**src/rtl/lza_pipe_simd_if.sv**
```systemverilog
// Operand/result handshake bundle for the SIMD leading-zero counter.
// The DUT uses the slave modport; the producer/consumer side uses master.
interface lza_pipe_simd_if #(
  parameter int WIDTH = 64,
  parameter int TAG_W = 8
);
  localparam int CW = $clog2(WIDTH) + 1;

  logic               in_valid;
  logic               in_ready;
  logic [1:0]         in_mode;
  logic [WIDTH-1:0]   in_data;
  logic [TAG_W-1:0]   in_tag;
  logic               out_valid;
  logic               out_ready;
  logic [4*CW-1:0]    out_count;
  logic [3:0]         out_zero;
  logic [1:0]         out_mode;
  logic [TAG_W-1:0]   out_tag;

  modport master (
    output in_valid, in_mode, in_data, in_tag, out_ready,
    input  in_ready, out_valid, out_count, out_zero, out_mode, out_tag
  );

  modport slave (
    input  in_valid, in_mode, in_data, in_tag, out_ready,
    output in_ready, out_valid, out_count, out_zero, out_mode, out_tag
  );
endinterface

```
**src/rtl/lza_pipe_simd.sv**
```systemverilog
// Pipelined SIMD leading-zero counter: stage 0 counts four WIDTH/4 chunks,
// the last stage merges chunks into 1/2/4 lane counts; elastic valid/ready flow.
module lza_pipe_simd #(
  parameter int WIDTH  = 64,
  parameter int STAGES = 2,
  parameter int TAG_W  = 8
) (
  input  logic           clk,
  input  logic           rst,
  lza_pipe_simd_if.slave bus
);
  localparam int CW  = $clog2(WIDTH) + 1;
  localparam int Q   = WIDTH / 4;
  localparam int QW  = $clog2(Q) + 1;
  localparam int MID = (STAGES > 1) ? STAGES - 1 : 1;

  function automatic logic [QW-1:0] lzc(input logic [Q-1:0] x);
    logic [QW-1:0] n;
    n = QW'(Q);
    // Scanning upward leaves the position of the highest set bit.
    for (int b = 0; b < Q; b++) begin
      if (x[b]) n = QW'(Q - 1 - b);
    end
    return n;
  endfunction

  // A fully-zero upper half extends the count into the lower half.
  function automatic logic [CW-1:0] mrg(input logic [CW-1:0] hi, input logic [CW-1:0] lo,
                                        input logic [CW-1:0] w);
    return (hi == w) ? (w + lo) : hi;
  endfunction

  logic [QW-1:0]    chunk_cnt [4];
  logic [STAGES:0]  load;
  logic [STAGES-1:0] v_w;
  logic [1:0]       mode_w [STAGES];
  logic [TAG_W-1:0] tag_w [STAGES];
  logic [QW-1:0]    cc_w [MID][4];

  genvar gi;
  for (gi = 0; gi < 4; gi++) begin : g_chunk
    assign chunk_cnt[gi] = lzc(bus.in_data[gi*Q +: Q]);
  end

  // A stage may load when it is empty or the stage after it is loading.
  always_comb begin
    load = '0;
    load[STAGES] = !v_w[STAGES-1] || bus.out_ready;
    for (int i = STAGES - 1; i >= 0; i--) begin
      load[i] = !v_w[i] || load[i+1];
    end
  end

  assign bus.in_ready  = load[0];
  assign bus.out_valid = v_w[STAGES-1];
  assign bus.out_mode  = mode_w[STAGES-1];
  assign bus.out_tag   = tag_w[STAGES-1];

  for (gi = 0; gi < STAGES; gi++) begin : g_stage
    logic             pv;
    logic [1:0]       pmode;
    logic [TAG_W-1:0] ptag;
    logic [QW-1:0]    pcc [4];
    logic             v_reg;
    logic [1:0]       mode_reg;
    logic [TAG_W-1:0] tag_reg;

    if (gi == 0) begin : g_src_in
      assign pv    = bus.in_valid;
      assign pmode = bus.in_mode;
      assign ptag  = bus.in_tag;
      assign pcc   = chunk_cnt;
    end else begin : g_src_prev
      assign pv    = v_w[gi-1];
      assign pmode = mode_w[gi-1];
      assign ptag  = tag_w[gi-1];
      assign pcc   = cc_w[gi-1];
    end

    always_ff @(posedge clk) begin
      if (rst) begin
        v_reg    <= 1'b0;
        mode_reg <= '0;
        tag_reg  <= '0;
      end else if (load[gi]) begin
        v_reg <= pv;
        if (pv) begin
          mode_reg <= pmode;
          tag_reg  <= ptag;
        end
      end
    end

    assign v_w[gi]    = v_reg;
    assign mode_w[gi] = mode_reg;
    assign tag_w[gi]  = tag_reg;

    if (gi < STAGES - 1) begin : g_mid
      logic [QW-1:0] cc_reg [4];

      always_ff @(posedge clk) begin
        if (rst) begin
          for (int k = 0; k < 4; k++) cc_reg[k] <= '0;
        end else if (load[gi] && pv) begin
          cc_reg <= pcc;
        end
      end

      assign cc_w[gi] = cc_reg;
    end else begin : g_last
      logic [CW-1:0]   c0, c1, c2, c3, h0, h1, f;
      logic [4*CW-1:0] cnt_next;
      logic [3:0]      zero_next;
      logic [4*CW-1:0] cnt_reg;
      logic [3:0]      zero_reg;

      always_comb begin
        c0 = CW'(pcc[0]);
        c1 = CW'(pcc[1]);
        c2 = CW'(pcc[2]);
        c3 = CW'(pcc[3]);
        h0 = mrg(c1, c0, CW'(Q));
        h1 = mrg(c3, c2, CW'(Q));
        f  = mrg(h1, h0, CW'(2 * Q));
        cnt_next  = '0;
        zero_next = '0;
        case (pmode)
          2'b01: begin
            cnt_next[0 +: CW]  = h0;
            cnt_next[CW +: CW] = h1;
            zero_next[0] = (h0 == CW'(2 * Q));
            zero_next[1] = (h1 == CW'(2 * Q));
          end
          2'b10: begin
            cnt_next = {c3, c2, c1, c0};
            zero_next = {c3 == CW'(Q), c2 == CW'(Q), c1 == CW'(Q), c0 == CW'(Q)};
          end
          default: begin
            cnt_next[0 +: CW] = f;
            zero_next[0] = (f == CW'(WIDTH));
          end
        endcase
      end

      always_ff @(posedge clk) begin
        if (rst) begin
          cnt_reg  <= '0;
          zero_reg <= '0;
        end else if (load[gi] && pv) begin
          cnt_reg  <= cnt_next;
          zero_reg <= zero_next;
        end
      end

      assign bus.out_count = cnt_reg;
      assign bus.out_zero  = zero_reg;
    end
  end
endmodule

```
**src/flat_wrapper.sv**
```systemverilog
// flat-port wrapper written by rule: the top's interface ports become plain ports
module lza_pipe_simd_flat 
#(
  parameter int WIDTH  = 64,
  parameter int STAGES = 2,
  parameter int TAG_W  = 8
)
  (clk, rst, bus_in_valid, bus_in_mode, bus_in_data, bus_in_tag, bus_out_ready, bus_in_ready, bus_out_valid, bus_out_count, bus_out_zero, bus_out_mode, bus_out_tag);
  lza_pipe_simd_if #(.WIDTH(WIDTH), .TAG_W(TAG_W)) bus_i ();
  input  logic clk;
  input  logic rst;
  input wire logic [$bits(bus_i.in_valid)-1:0] bus_in_valid;
  input wire logic [$bits(bus_i.in_mode)-1:0] bus_in_mode;
  input wire logic [$bits(bus_i.in_data)-1:0] bus_in_data;
  input wire logic [$bits(bus_i.in_tag)-1:0] bus_in_tag;
  input wire logic [$bits(bus_i.out_ready)-1:0] bus_out_ready;
  output wire logic [$bits(bus_i.in_ready)-1:0] bus_in_ready;
  output wire logic [$bits(bus_i.out_valid)-1:0] bus_out_valid;
  output wire logic [$bits(bus_i.out_count)-1:0] bus_out_count;
  output wire logic [$bits(bus_i.out_zero)-1:0] bus_out_zero;
  output wire logic [$bits(bus_i.out_mode)-1:0] bus_out_mode;
  output wire logic [$bits(bus_i.out_tag)-1:0] bus_out_tag;
  assign bus_i.in_valid = bus_in_valid;
  assign bus_i.in_mode = bus_in_mode;
  assign bus_i.in_data = bus_in_data;
  assign bus_i.in_tag = bus_in_tag;
  assign bus_i.out_ready = bus_out_ready;
  assign bus_in_ready = bus_i.in_ready;
  assign bus_out_valid = bus_i.out_valid;
  assign bus_out_count = bus_i.out_count;
  assign bus_out_zero = bus_i.out_zero;
  assign bus_out_mode = bus_i.out_mode;
  assign bus_out_tag = bus_i.out_tag;
  lza_pipe_simd #(.WIDTH(WIDTH), .STAGES(STAGES), .TAG_W(TAG_W)) u_core (.clk(clk), .rst(rst), .bus(bus_i));
endmodule
```
**config.mk**
```make
export PLATFORM = sky130hd
export DESIGN_NAME = lza_pipe_simd_flat
export DESIGN_NICKNAME = d
export VERILOG_FILES = /design/src/rtl/lza_pipe_simd_if.sv /design/src/rtl/lza_pipe_simd.sv /design/src/flat_wrapper.sv
export SDC_FILE = /design/constraint.sdc
export NUM_CORES = 1
export LEC_CHECK = 0
export ABC_AREA = 1
export CORE_MARGIN = 1.5
export CORE_UTILIZATION = 30
export CTS_CLUSTER_DIAMETER = 80
export CTS_CLUSTER_SIZE = 30
export DETAILED_ROUTE_END_ITERATION = 8
export GPL_TIMING_DRIVEN = 0
export PLACE_DENSITY_LB_ADDON = 0.25
export SYNTH_ARGS = -nofsm -noshare
export SYNTH_HDL_FRONTEND = slang
export SYNTH_SLANG_ARGS = --single-unit
```
**constraint.sdc**
```tcl
create_clock -name clk -period 3 [get_ports clk]
set_clock_uncertainty 0.15 [all_clocks]
set_input_delay 0.6 -clock clk [delete_from_list [all_inputs] [get_ports clk]]
set_output_delay 0.6 -clock clk [all_outputs]
set_load 0.1 [all_outputs]
```
# Word-level counts from Yosys, hierarchy flattened
# Cells that the tools add are included.
classes:
  n_reduce_logical: 9
  mux: 73
  n_eq_ne: 9
  add_sub_neg: 3
ops:
  columns: ["operator", "count"]
  rows:
  - ["2-to-1 mux 5 bit", 64]
  - ["one-hot mux 7 bit (2 select lines)", 2]
  - ["2-to-1 mux 7 bit", 3]
  - ["equality test 5 bit, second input constant", 4]
  - ["equality test 7 x 6 -> 1 bit, second input constant", 2]
  - ["adder 5 x 5 -> 6 bit, first input constant", 2]
  - ["2-to-1 mux 12 bit", 1]
  - ["adder 6 x 7 -> 7 bit, first input constant", 1]
  - ["equality test 7 bit, second input constant", 1]
  - ["one-hot mux 1 bit (2 select lines)", 2]
  - ["AND reduction 2 bit", 2]
  - ["logical OR 1 bit", 3]
  - ["equality test 2 x 1 -> 1 bit, second input constant", 1]
  - ["equality test 2 bit, second input constant", 1]
  - ["logical AND 1 bit", 2]
  - ["logical NOT 1 bit", 2]
  - ["2-to-1 mux 2 bit", 1]
word_totals:
  reg_bits: 74
  elab_cells: 106

# Longest topological paths before layout
# Gate-level depths: netlist of the first run.
logic_depth:
  word_depth: 16
  depth_mapped: 17

# Worst setup path after synthesis of the first run
# Ideal clock, no wire load.
synth_timing:
  path_kind: "register to register"
  startpoint: "reg u_core.g_stage[1].v_reg (netlist: u_core.bus.out_valid)"
  endpoint: "reg u_core.g_stage[0].g_mid.cc_reg (netlist bit u_core.cc_w[4])"
  path_buffers: 1
  stages_incl_launch_ff: 7
  setup_ns: 0.132
  t_arrival_ns: 2.892
  setup_slack_ns: -0.174
  path_cell_list: "dfxtp_1 nand3_1 nand2_1 buf_2 clkinv_1 nand4_1 a21oi_1"
synth_via:
  elab_chain_cells: 5
synth_lines:
  columns: ["element", "line", "source"]
  rows:
  - ["from (decl)", "lza_pipe_simd.sv:64", "logic v_reg;"]
  - ["from (signal assigned)", "lza_pipe_simd.sv:86", "v_reg <= pv;"]
  - ["logical NOT 1 bit *", "lza_pipe_simd.sv:48, lza_pipe_simd.sv:50", null]
  - ["logical OR 1 bit", "lza_pipe_simd.sv:48", "load[STAGES] = !v_w[STAGES-1] || bus.out_ready;"]
  - ["logical OR 1 bit * (2 in series)", "lza_pipe_simd.sv:50", "load[i] = !v_w[i] || load[i+1];"]
  - ["via bus_in_ready", "flat_wrapper.sv:17", "output wire logic [$bits(bus_i.in_ready)-1:0] bus_in_ready;"]
  - ["logical AND 1 bit *", "lza_pipe_simd.sv:104", "end else if (load[gi] && pv) begin"]
  - ["to (signal assigned)", "lza_pipe_simd.sv:105", "cc_reg <= pcc;"]
  - ["to (decl)", "lza_pipe_simd.sv:99", "logic [QW-1:0] cc_reg [4];"]
# The timed path passes the listed nets; every way through them passes the cells marked *.
# A chain may end at the register's enable or synchronous reset.

# Final worst setup path of the first run
layout_timing:
  startpoint: "in bus_out_ready"
  endpoint: "out bus_in_ready"
layout_via:
  elab_chain_cells: 3
layout_lines:
  columns: ["element", "line", "source"]
  rows:
  - ["from (decl)", "flat_wrapper.sv:16", "input wire logic [$bits(bus_i.out_ready)-1:0] bus_out_ready;"]
  - ["logical OR 1 bit", "lza_pipe_simd.sv:48", null]
  - ["logical OR 1 bit (2 in series)", "lza_pipe_simd.sv:50", null]
  - ["to (decl)", "flat_wrapper.sv:17", null]
# Every way passes these cells.

==> summary.md, run 1 <==
| Metric | Value |
|---|---|
| Number of fill cells | `1265` |
| Crit path required time | `2.25 ns` |
| Layout Cells excl Fill | `850` |
| Initial DRC count | `155` |
| Largest net degree at the start of global routing | `14` |
| Initial antenna violation count | `0` |
| Root Buffer | `clkbuf_16` |
| Tcrit/Tclk final | `93.4%` |
| Fin area | `5310 sq um` |
| Post-route ant nets | `0` |
| Synth area leader | `dfxtp_1` |
| Seq cells post-synth | `69` |
| CP endpoint | `bus_in_ready` |
| Power Total | `2.42 mW` |
| DRC viols | `0` |
| Starting Density | `30.5%` |
| Final setup viols | `0` |
| Number of buffers added on ports | `115` |
| Largest register FFs | `23` |
| Mux contribution to synthesized area | `0%` |
| Critical path launch point | `bus_out_ready` |
| Layout area overhead | `45.5%` |
| H-Tree Depth | `3` |
| Leak pwr | `2.12 nW` |
| Netlist cell types | `37` |
| # placed instances | `834` |
| Sequential-to-total area share from yosys stat | `37.8%` |
| Row count | `40` |
| Worst skew pair latency | `0.34 ns` |
| Core Footprint | `12000 sq um` |
| TritonCTS clock tree | `done` |
| Gr usage total | `17.5%` |
| Maximum VDD drop | `0.262 mV` |
| Arrival time at the worst endpoint | `2.05 ns` |
| # IOs | `122` |
| Most common cell in the netlist | `nand2_1` |
| Final nets | `778` |
| Fin crit period | `2.80 ns` |
| Max Cap Viol | `0` |
| Post-synth top flop | `dfxtp_1` |
| Layout cells sized above 1 | `5.97%` |
| Clock sinks | `69` |
| Clock Pin Slew Worst Setup and Hold Paths | `0.05 ns` |
| Post-DP HPWL | `8.82 mm` |
| First-pass GRT wire length | `17.9 mm` |
| Largest family of logic cells by synthesized area | `simple AND/OR/NAND/NOR gates` |
| Fin util | `44.4%` |
| Die Span Y | `113 um` |
| CP endpoint kind | `primary output` |
| WL per Instance | `12.8 um` |
| Width of the die | `113 um` |
| Avg Cell Area, Syn | `6.43 sq um` |
| Mapped Area | `3650 sq um` |
| Post-Synth Simple-Gate Area | `31.5%` |
| Top post-synthesis cells by count | `179 x nand2_1, 83 x inv_1, 69 x dfxtp_1` |
| Ant. Diodes | `0` |
| Top cells by area, synth | `dfxtp_1 38%, nand2_1 18%, a21oi_1 9.0%` |
| Worst Path Max Fanout | `3` |
| Pwr/cell area | `456 nW/um^2` |
| Hold Crit Class | `flip-flop to flip-flop` |
| Synth Area in Compound Gates | `17.6%` |
| Die ar. | `12800 sq um` |
| CP Class | `input port to primary output` |
| Total wire length | `10.9 mm` |
| Clock Tree Buf Depth | `2` |
| Slew margin rel. | `32.8%` |
| Vias in the first global route | `3888` |
| Adder-Cell Fraction of Synth Area | `0.685%` |
| RSZ-0062 raised after global routing | `false` |
| Reg2reg path depth | `8` |
| XOR/XNOR share of the synthesized area | `0%` |
| Fin. max-slew vios | `0` |
| Vias post-DR | `3980` |
| Router iterations before antenna repair | `4` |
| Gate Count Post-Synth | `568` |
| R2R Path End | `u_core.bus.out_zero[0]` |
| Top-area cell type share of the netlist area | `37.8%` |
| Grt ovf | `0` |
| Register-to-register setup slack | `1.06 ns` |
| Post-synth EDFFs | `0` |
| Outcome | `finished clean` |
| Routability cong. | `0.862` |
| Slew @ Worst Pin | `1.00 ns` |
| Async SR Flop Fraction | `0%` |
| Final hold viol count | `0` |
| CP Launch Type | `input port` |
| Warnings, synthesis | `0` |
| Cell Area, Placed | `5010 sq um` |
| Worst r2r src | `u_core.g_stage[0].mode_reg[0]` |
| TritonCTS Buffers | `9` |
| Max Fclk | `357 MHz` |
| Via-to-Cell Ratio | `4.68` |
layout make-up:
cell class              instances  area (sq um)  share of cell area, %
plain buffers                  25           119                   2.24
clock buffers                  10           239                   4.50
well taps                     147           184                   3.46
repair buffers                115          1150                   21.6
inverters                      88           330                   6.22
flip-flops and latches         69          1380                   26.0
multi-input cells             390          1840                   34.6
clock inverters                 6          70.1                   1.32
power by group:
group	switching, mW	leakage (nW)	total, mW	internal (mW)
Combinational	0.236	1.42	0.393	0.157
Sequential	0.0140	0.560	0.951	0.937
Clock	0.407	0.141	1.08	0.669
stage by stage:
step	setup TNS (ns)	worst slack, ns	hold WS (ns)
floorplan	0	0.227	0.291
global placement	-0.0910	-0.0910	0.298
detailed placement	-0.0780	-0.0780	0.305
CTS	0	0.196	0.312
global route	0	0.151	0.332
finish	0	0.197	0.310
how the worst min path moves through the flow:
stage                                             from                       to  slack, ns  cells after the start
after floorplan           u_core.g_stage[0].tag_reg[3]    u_core.bus.out_tag[3]       0.29                      2
after global placement    u_core.g_stage[0].tag_reg[7]    u_core.bus.out_tag[7]       0.30                      2
after detailed placement       u_core.bus.out_count[7]  u_core.bus.out_count[7]       0.30                      2
after CTS                 u_core.g_stage[0].tag_reg[6]    u_core.bus.out_tag[6]       0.31                      2
after global routing      u_core.g_stage[0].tag_reg[6]    u_core.bus.out_tag[6]       0.33                      2
final                          u_core.bus.out_count[7]  u_core.bus.out_count[7]       0.31                      2
cell usage in the layout (no fill, tap or decap), drive strengths merged, types with 8 or more instances in the layout:
cell           count
nand3             29
dfxtp             69
clkdlybuf4s50    114
clkbuf            21
a21oi             67
nor2              38
inv               87
nand4              8
o21ai             16
nor4               9
nand2            181
buf               14
routing by layer:
layer,vias up,part of all wire (%),GRT usage (%)
met5,-,0,0
met4,0,1.9,6.08
met3,14,5.8,4.07
met2,112,47,30.3
met1,1773,45,21.4
li1,2081,-,-
critical path, stage by stage:
cell and delay (ns):
clkdlybuf4s50_1 0.45, inv_1 0.05, nand3_2 0.08, dlygate4sd2_1 0.87
kinds of logic after synthesis:
logic type,Yosys count
AOI/OAI and AO/OA,112
other,1
buffers and inverters,113
adders and majority gates,2
and+or+nand+nor,271
DFF,69
repair_timing:
action | 4_1_cts | 5_1_grt
resized for setup | 1 | 0
endpoints found under the setup margin | 1 | 0
hold buffers | 0 | 0
setup buffers | 0 | 0
Note: power is estimated with default switching activity, not from simulation.
==> run 2: changes to the inputs <==
--- a/config.mk
+++ b/config.mk
@@ -13,6 +13,7 @@
 export DETAILED_ROUTE_END_ITERATION = 8
 export GPL_TIMING_DRIVEN = 0
 export PLACE_DENSITY_LB_ADDON = 0.25
+export RECOVER_POWER = 50
 export SYNTH_ARGS = -nofsm -noshare
 export SYNTH_HDL_FRONTEND = slang
 export SYNTH_SLANG_ARGS = --single-unit
==> constraint.sdc (replaced) <==
create_clock -name clk -period 3.1 [get_ports clk]
set_clock_uncertainty 0.15 [all_clocks]
set_input_delay 0.62 -clock clk [delete_from_list [all_inputs] [get_ports clk]]
set_output_delay 0.62 -clock clk [all_outputs]
set_load 0.1 [all_outputs]
==> summary.md, run 2 (synthesis results as in run 1) <==
| Metric | Value |
|---|---|
| Total wire length | `10.8 mm (was 10.9 mm)` |
| Max Cap Viol | `0 (unchanged)` |
| Slowest cell on crit path | `dlygate4sd2_1 (unchanged)` |
| WL per Instance | `12.8 um (about the same)` |
| Pwr/cell area | `440 nW/um^2 (was 456 nW/um^2)` |
| Largest register FFs | `23 (unchanged)` |
| Grt ovf | `0 (unchanged)` |
| Final hold viol count | `0 (unchanged)` |
| Leak pwr | `2.11 nW (was 2.12 nW)` |
| Worst Path Max Fanout | `3 (unchanged)` |
| Layout Cells excl Fill | `850 (unchanged)` |
| Largest net degree at the start of global routing | `14 (unchanged)` |
| Post-DP HPWL | `8.82 mm (unchanged)` |
| Initial DRC count | `166 (was 155)` |
| Post-route ant nets | `0 (unchanged)` |
| Row count | `40 (unchanged)` |
| TritonCTS clock tree | `done (unchanged)` |
| Layout cells sized above 1 | `5.12% (was 5.97%)` |
| TritonCTS Buffers | `9 (unchanged)` |
| Root Buffer | `clkbuf_16 (unchanged)` |
| Multi-input gate area | `1840 sq um (about the same)` |
| Final Hold Slack | `0.310 ns (about the same)` |
| # IOs | `122 (unchanged)` |
| Crit path required time | `2.33 ns (was 2.25 ns)` |
| Max incr delay on CP | `0.87 ns (about the same)` |
| Worst Path Buf+Inv | `3 (unchanged)` |
| Most frequent cells in the layout | `179 x nand2_1, 113 x clkdlybuf4s50_1, 83 x inv_1 (was 179 x nand2_1, 114 x clkdlybuf4s50_1, 83 x inv_1)` |
| H-Tree Depth | `3 (unchanged)` |
| CP Depth | `4 (unchanged)` |
| Via-to-Cell Ratio | `4.69 (was 4.68)` |
| Vias in the first global route | `3888 (unchanged)` |
| Vias post-DR | `3984 (was 3980)` |
| Gr usage total | `17.5% (unchanged)` |
| Ant. Diodes | `0 (unchanged)` |
| Die Span Y | `113 um (unchanged)` |
| Worst skew pair latency | `0.33 ns (was 0.34 ns)` |
| Number of fill cells | `1267 (was 1265)` |
| Max Fclk | `343 MHz` |
| Final setup viols | `0 (unchanged)` |
| RSZ-0062 raised after global routing | `false (unchanged)` |
| WHS Path Cells | `2 (unchanged)` |
| CP Class | `input port to primary output (unchanged)` |
| Cell Chain, Critical Path | `dlygate4sd3_1 > inv_1 > nand3_2 > dlygate4sd2_1 (was clkdlybuf4s50_1 > inv_1 > nand3_2 > dlygate4sd2_1)` |
| Top Family by Delay on Critical Path | `buffers and inverters (unchanged)` |
| Outcome | `finished clean (unchanged)` |
| First-pass GRT wire length | `17.9 mm (unchanged)` |
| Register-to-register setup slack | `1.00 ns (was 1.06 ns)` |
| Tcrit/Tclk final | `94.0%` |
| Router iterations before antenna repair | `4 (unchanged)` |
| Clock Pin Slew Worst Setup and Hold Paths | `0.05 ns (about the same)` |
| # placed instances | `834 (unchanged)` |
| DRC viols | `0 (unchanged)` |
| Number of buffers added on ports | `115 (unchanged)` |
| Fin crit period | `2.91 ns` |
| Layout area overhead | `45.3% (was 45.5%)` |
| Setup bufs post-CTS | `0 (unchanged)` |
| Die ar. | `12800 sq um (unchanged)` |
| Maximum VDD drop | `0.252 mV (was 0.262 mV)` |
| Clock Tree Buf Depth | `2 (unchanged)` |
| Fin util | `44.4% (about the same)` |
| Hold Crit Class | `flip-flop to flip-flop (unchanged)` |
| # hold bufs at CTS | `0 (unchanged)` |
| Slew margin rel. | `32.8% (unchanged)` |
| Post_cts resized | `1 (unchanged)` |
| Width of the die | `113 um (unchanged)` |
| CP endpoint kind | `primary output (unchanged)` |
| CP Launch Type | `input port (unchanged)` |
| Fin Setup TNS | `0 ns (unchanged)` |
| Arrival time at the worst endpoint | `2.14 ns (was 2.05 ns)` |
| Final nets | `778 (unchanged)` |
| Starting Density | `30.5% (unchanged)` |
| Clock sinks | `69 (unchanged)` |
| Routability cong. | `0.862 (unchanged)` |
| Reg2reg path depth | `6 (was 8)` |
| Initial antenna violation count | `0 (unchanged)` |
| Register Area | `1380 sq um (unchanged)` |
| Commonest non-fill, non-tap cell in the layout | `nand2_1 (unchanged)` |
| Slew @ Worst Pin | `1.00 ns (about the same)` |
| Core Footprint | `12000 sq um (unchanged)` |
| Fin. max-slew vios | `0 (unchanged)` |
[run 2: report_power, final]
group	internal (mW)	total (mW)	switching, mW
clock network	0.648	1.04	0.390
logic	0.150	0.378	0.228
registers	0.907	0.920	0.0136
[run 2: area by class of cell]
class                   instances  area share [%]
multi-input cells             390            34.6
flip-flops and latches         69            26.0
repair buffers                115            21.7
inverters                      88            6.23
clock buffers                  10            4.50
well taps                     147            3.47
plain buffers                  25            2.12
clock inverters                 6            1.32
[run 2: worst paths after layout]
| check | startpoint | endpoint |
|---|---|---|
| max | bus_out_ready | bus_in_ready |
| min reg2reg | u_core.bus.out_count[7] | u_core.bus.out_count[7] |
| max reg2reg | u_core.bus.out_valid | u_core.cc_w[4] |
| min | u_core.bus.out_count[7] | u_core.bus.out_count[7] |
[run 2: per-stage QoR]
step	cell area (sq um)	total power [mW]	worst slack, ns
after floorplan	3670	1.15	0.327
after global placement	5010	1.31	-0.0310
after detailed placement	5010	1.32	-0.0180
after CTS	5310	2.36	0.256
after global routing	5310	2.44	0.139
final	5310	2.34	0.186
[run 2: metal layers]
layer,track usage (%),up-vias,share of wire (%)
met4,6.08,0,1.5
met3,4.07,10,4.2
met2,30.3,92,47
li1,-,2081,-
met5,0,-,0
met1,21.4,1801,47
[run 2: worst min-delay path: cells and delay by family (launching register included)]
kind | cells | cell delay, ns
DFF | 1 | 0.30
and+or+nand+nor | 1 | 0.06
AOI/OAI and AO/OA | 1 | 0.05
==> run 3: changes to the inputs <==
--- a/config.mk
+++ b/config.mk
@@ -8,6 +8,7 @@
 export ABC_AREA = 1
 export CORE_MARGIN = 1.5
 export CORE_UTILIZATION = 30
+export CTS_BUF_LIST = sky130_fd_sc_hd__clkbuf_16
 export CTS_CLUSTER_DIAMETER = 80
 export CTS_CLUSTER_SIZE = 30
 export DETAILED_ROUTE_END_ITERATION = 8
==> summary.md, run 3 (synthesis results as in run 1) <==
| Metric | Value |
|---|---|
| Fin Setup TNS | `0 ns (unchanged)` |
| CP Launch Type | `input port (unchanged)` |
| Max Fclk | `343 MHz (about the same)` |
| Crit path required time | `2.33 ns (about the same)` |
| TritonCTS clock tree | `done (unchanged)` |
| Tcrit/Tclk final | `94.0% (about the same)` |
| Starting Density | `30.5% (unchanged)` |
| CP endpoint kind | `primary output (unchanged)` |
| Final nets | `778 (unchanged)` |
| Via-to-Cell Ratio | `4.70 (was 4.69)` |
| Router iterations before antenna repair | `5 (was 4)` |
| Reg2reg path depth | `6 (unchanged)` |
| Routability cong. | `0.862 (unchanged)` |
| Register-to-register setup slack | `1.01 ns (was 1.00 ns)` |
| Most frequent cells in the layout | `179 x nand2_1, 113 x clkdlybuf4s50_1, 83 x inv_1 (unchanged)` |
| Power Total | `2.31 mW (was 2.34 mW)` |
| Commonest non-fill, non-tap cell in the layout | `nand2_1 (unchanged)` |
| WHS Path Cells | `2 (unchanged)` |
| Gr usage total | `17.5% (about the same)` |
| Layout area overhead | `45.0% (was 45.3%)` |
| Post-route ant nets | `0 (unchanged)` |
| Pwr/cell area | `437 nW/um^2 (was 440 nW/um^2)` |
| Slowest cell on crit path | `dlygate4sd2_1 (unchanged)` |
| Clock sinks | `69 (unchanged)` |
| Initial DRC count | `171 (was 166)` |
| Number of buffers added on ports | `115 (unchanged)` |
| Largest register FFs | `23 (unchanged)` |
| Metal2 WL | `5.11 mm (was 5.12 mm)` |
| Leak pwr | `2.11 nW (about the same)` |
| Worst Path Buf+Inv | `3 (unchanged)` |
| Hold Crit Endpoint | `u_core.bus.out_count[7] (unchanged)` |
| Layout cells sized above 1 | `4.98% (was 5.12%)` |
| Fin crit period | `2.91 ns (about the same)` |
| Maximum VDD drop | `0.251 mV (was 0.252 mV)` |
| Fin. max-slew vios | `0 (unchanged)` |
| Total wire length | `10.8 mm (about the same)` |
| Top sig layer | `met4 (unchanged)` |
| Final hold viol count | `0 (unchanged)` |
| Slew margin rel. | `32.8% (about the same)` |
| Arrival time at the worst endpoint | `2.14 ns (about the same)` |
| Cell Chain, Critical Path | `dlygate4sd3_1 > inv_1 > nand3_2 > dlygate4sd2_1 (unchanged)` |
| # hold bufs at CTS | `0 (unchanged)` |
| Critical hold path startpoint | `u_core.bus.out_count[7] (unchanged)` |
| Setup ws final | `0.187 ns (was 0.186 ns)` |
| WL per Instance | `12.7 um (was 12.8 um)` |
| Die ar. | `12800 sq um (unchanged)` |
| Post-DP HPWL | `8.82 mm (unchanged)` |
| CP Class | `input port to primary output (unchanged)` |
| Clock Pin Slew Worst Setup and Hold Paths | `0.05 ns (about the same)` |
| DRC viols | `0 (unchanged)` |
| R2R Path End | `u_core.cc_w[4] (unchanged)` |
| Outcome | `finished clean (unchanged)` |
| Width of the die | `113 um (unchanged)` |
| Fin util | `44.3% (was 44.4%)` |
| Met3 WL | `526 um (was 452 um)` |
| # IOs | `122 (unchanged)` |
| H-Tree Depth | `3 (unchanged)` |
| Max incr delay on CP | `0.87 ns (about the same)` |
| Slew @ Worst Pin | `1.00 ns (about the same)` |
| Clock Tree Buf Depth | `2 (unchanged)` |
| Worst skew pair latency | `0.33 ns (about the same)` |
| Die Span Y | `113 um (unchanged)` |
| Max Cap Viol | `0 (unchanged)` |
| First-pass GRT wire length | `17.9 mm (about the same)` |
| Worst r2r src | `u_core.bus.out_valid (unchanged)` |
| Worst Path Max Fanout | `3 (unchanged)` |
| Vias in the first global route | `3883 (was 3888)` |
| Top Family by Delay on Critical Path | `buffers and inverters (unchanged)` |
| Largest net degree at the start of global routing | `14 (unchanged)` |
| Ant. Diodes | `0 (unchanged)` |
| Row count | `40 (unchanged)` |
| Core Footprint | `12000 sq um (unchanged)` |
| Initial antenna violation count | `0 (unchanged)` |
| Final setup viols | `0 (unchanged)` |
| Hold Crit Class | `flip-flop to flip-flop (unchanged)` |
| Grt ovf | `0 (unchanged)` |
| Wl on met1 | `5.02 mm (was 5.11 mm)` |
| Vias post-DR | `3999 (was 3984)` |
| Place WS | `-0.0180 ns (unchanged)` |
| RSZ-0062 raised after global routing | `false (unchanged)` |
| TritonCTS Buffers | `9 (unchanged)` |
| Root Buffer | `clkbuf_16 (unchanged)` |
run 3: how the worst max path moves through the flow:
stage | endpoint | from | cells past startpoint | slack (ns)
2_1_floorplan | u_core.cc_w[4] | u_core.bus.out_valid | 6 | 0.33
3_3_place_gp | bus_in_ready | bus_out_ready | 4 | -0.03
3_5_place_dp | bus_in_ready | bus_out_ready | 4 | -0.02
4_1_cts | bus_in_ready | bus_out_ready | 4 | 0.26
5_1_grt | bus_in_ready | bus_out_ready | 4 | 0.14
6_report | bus_in_ready | bus_out_ready | 4 | 0.19
run 3: routing by layer:
layer | up-vias | track usage (%)
li1 | 2086 | -
met1 | 1800 | 21.4
met2 | 103 | 30.3
met3 | 10 | 4.07
met4 | 0 | 6.08
met5 | - | 0
run 3: final cells by class:
cell class	count	area [sq um]
plain buffers	25	113
clock buffers	9	225
clock inverters	7	73.8
fillers	1270	6670
inverters	88	330
multi-input cells	390	1840
flip-flops and latches	69	1380
well taps	147	184
repair buffers	115	1150
run 3: where the power goes:
part           switching (mW)  total (mW)  internal, mW
combinational           0.228       0.378         0.150
clock                   0.392        1.01         0.623
sequential             0.0135       0.920         0.907
run 3: worst min-delay path: cells and delay by family (launching register included):
kind             cells  cell delay, ns
flip-flops           1            0.30
AND/OR/NAND/NOR      1            0.06
AO/OA/AOI/OAI        1            0.05
run 3: repair_timing:
item / in CTS / in global routing
setup buffers: 0 / 0
setup endpoints to repair: 1 / 0
resized for setup: 1 / 0
run 3: stage by stage:
step	cell area (sq um)	cells	hold slack, ns
after detailed placement	5010	834	0.305
final	5300	850	0.310
after CTS	5300	850	0.312
after global placement	5010	834	0.298
after global routing	5300	850	0.332
after floorplan	3670	572	0.291
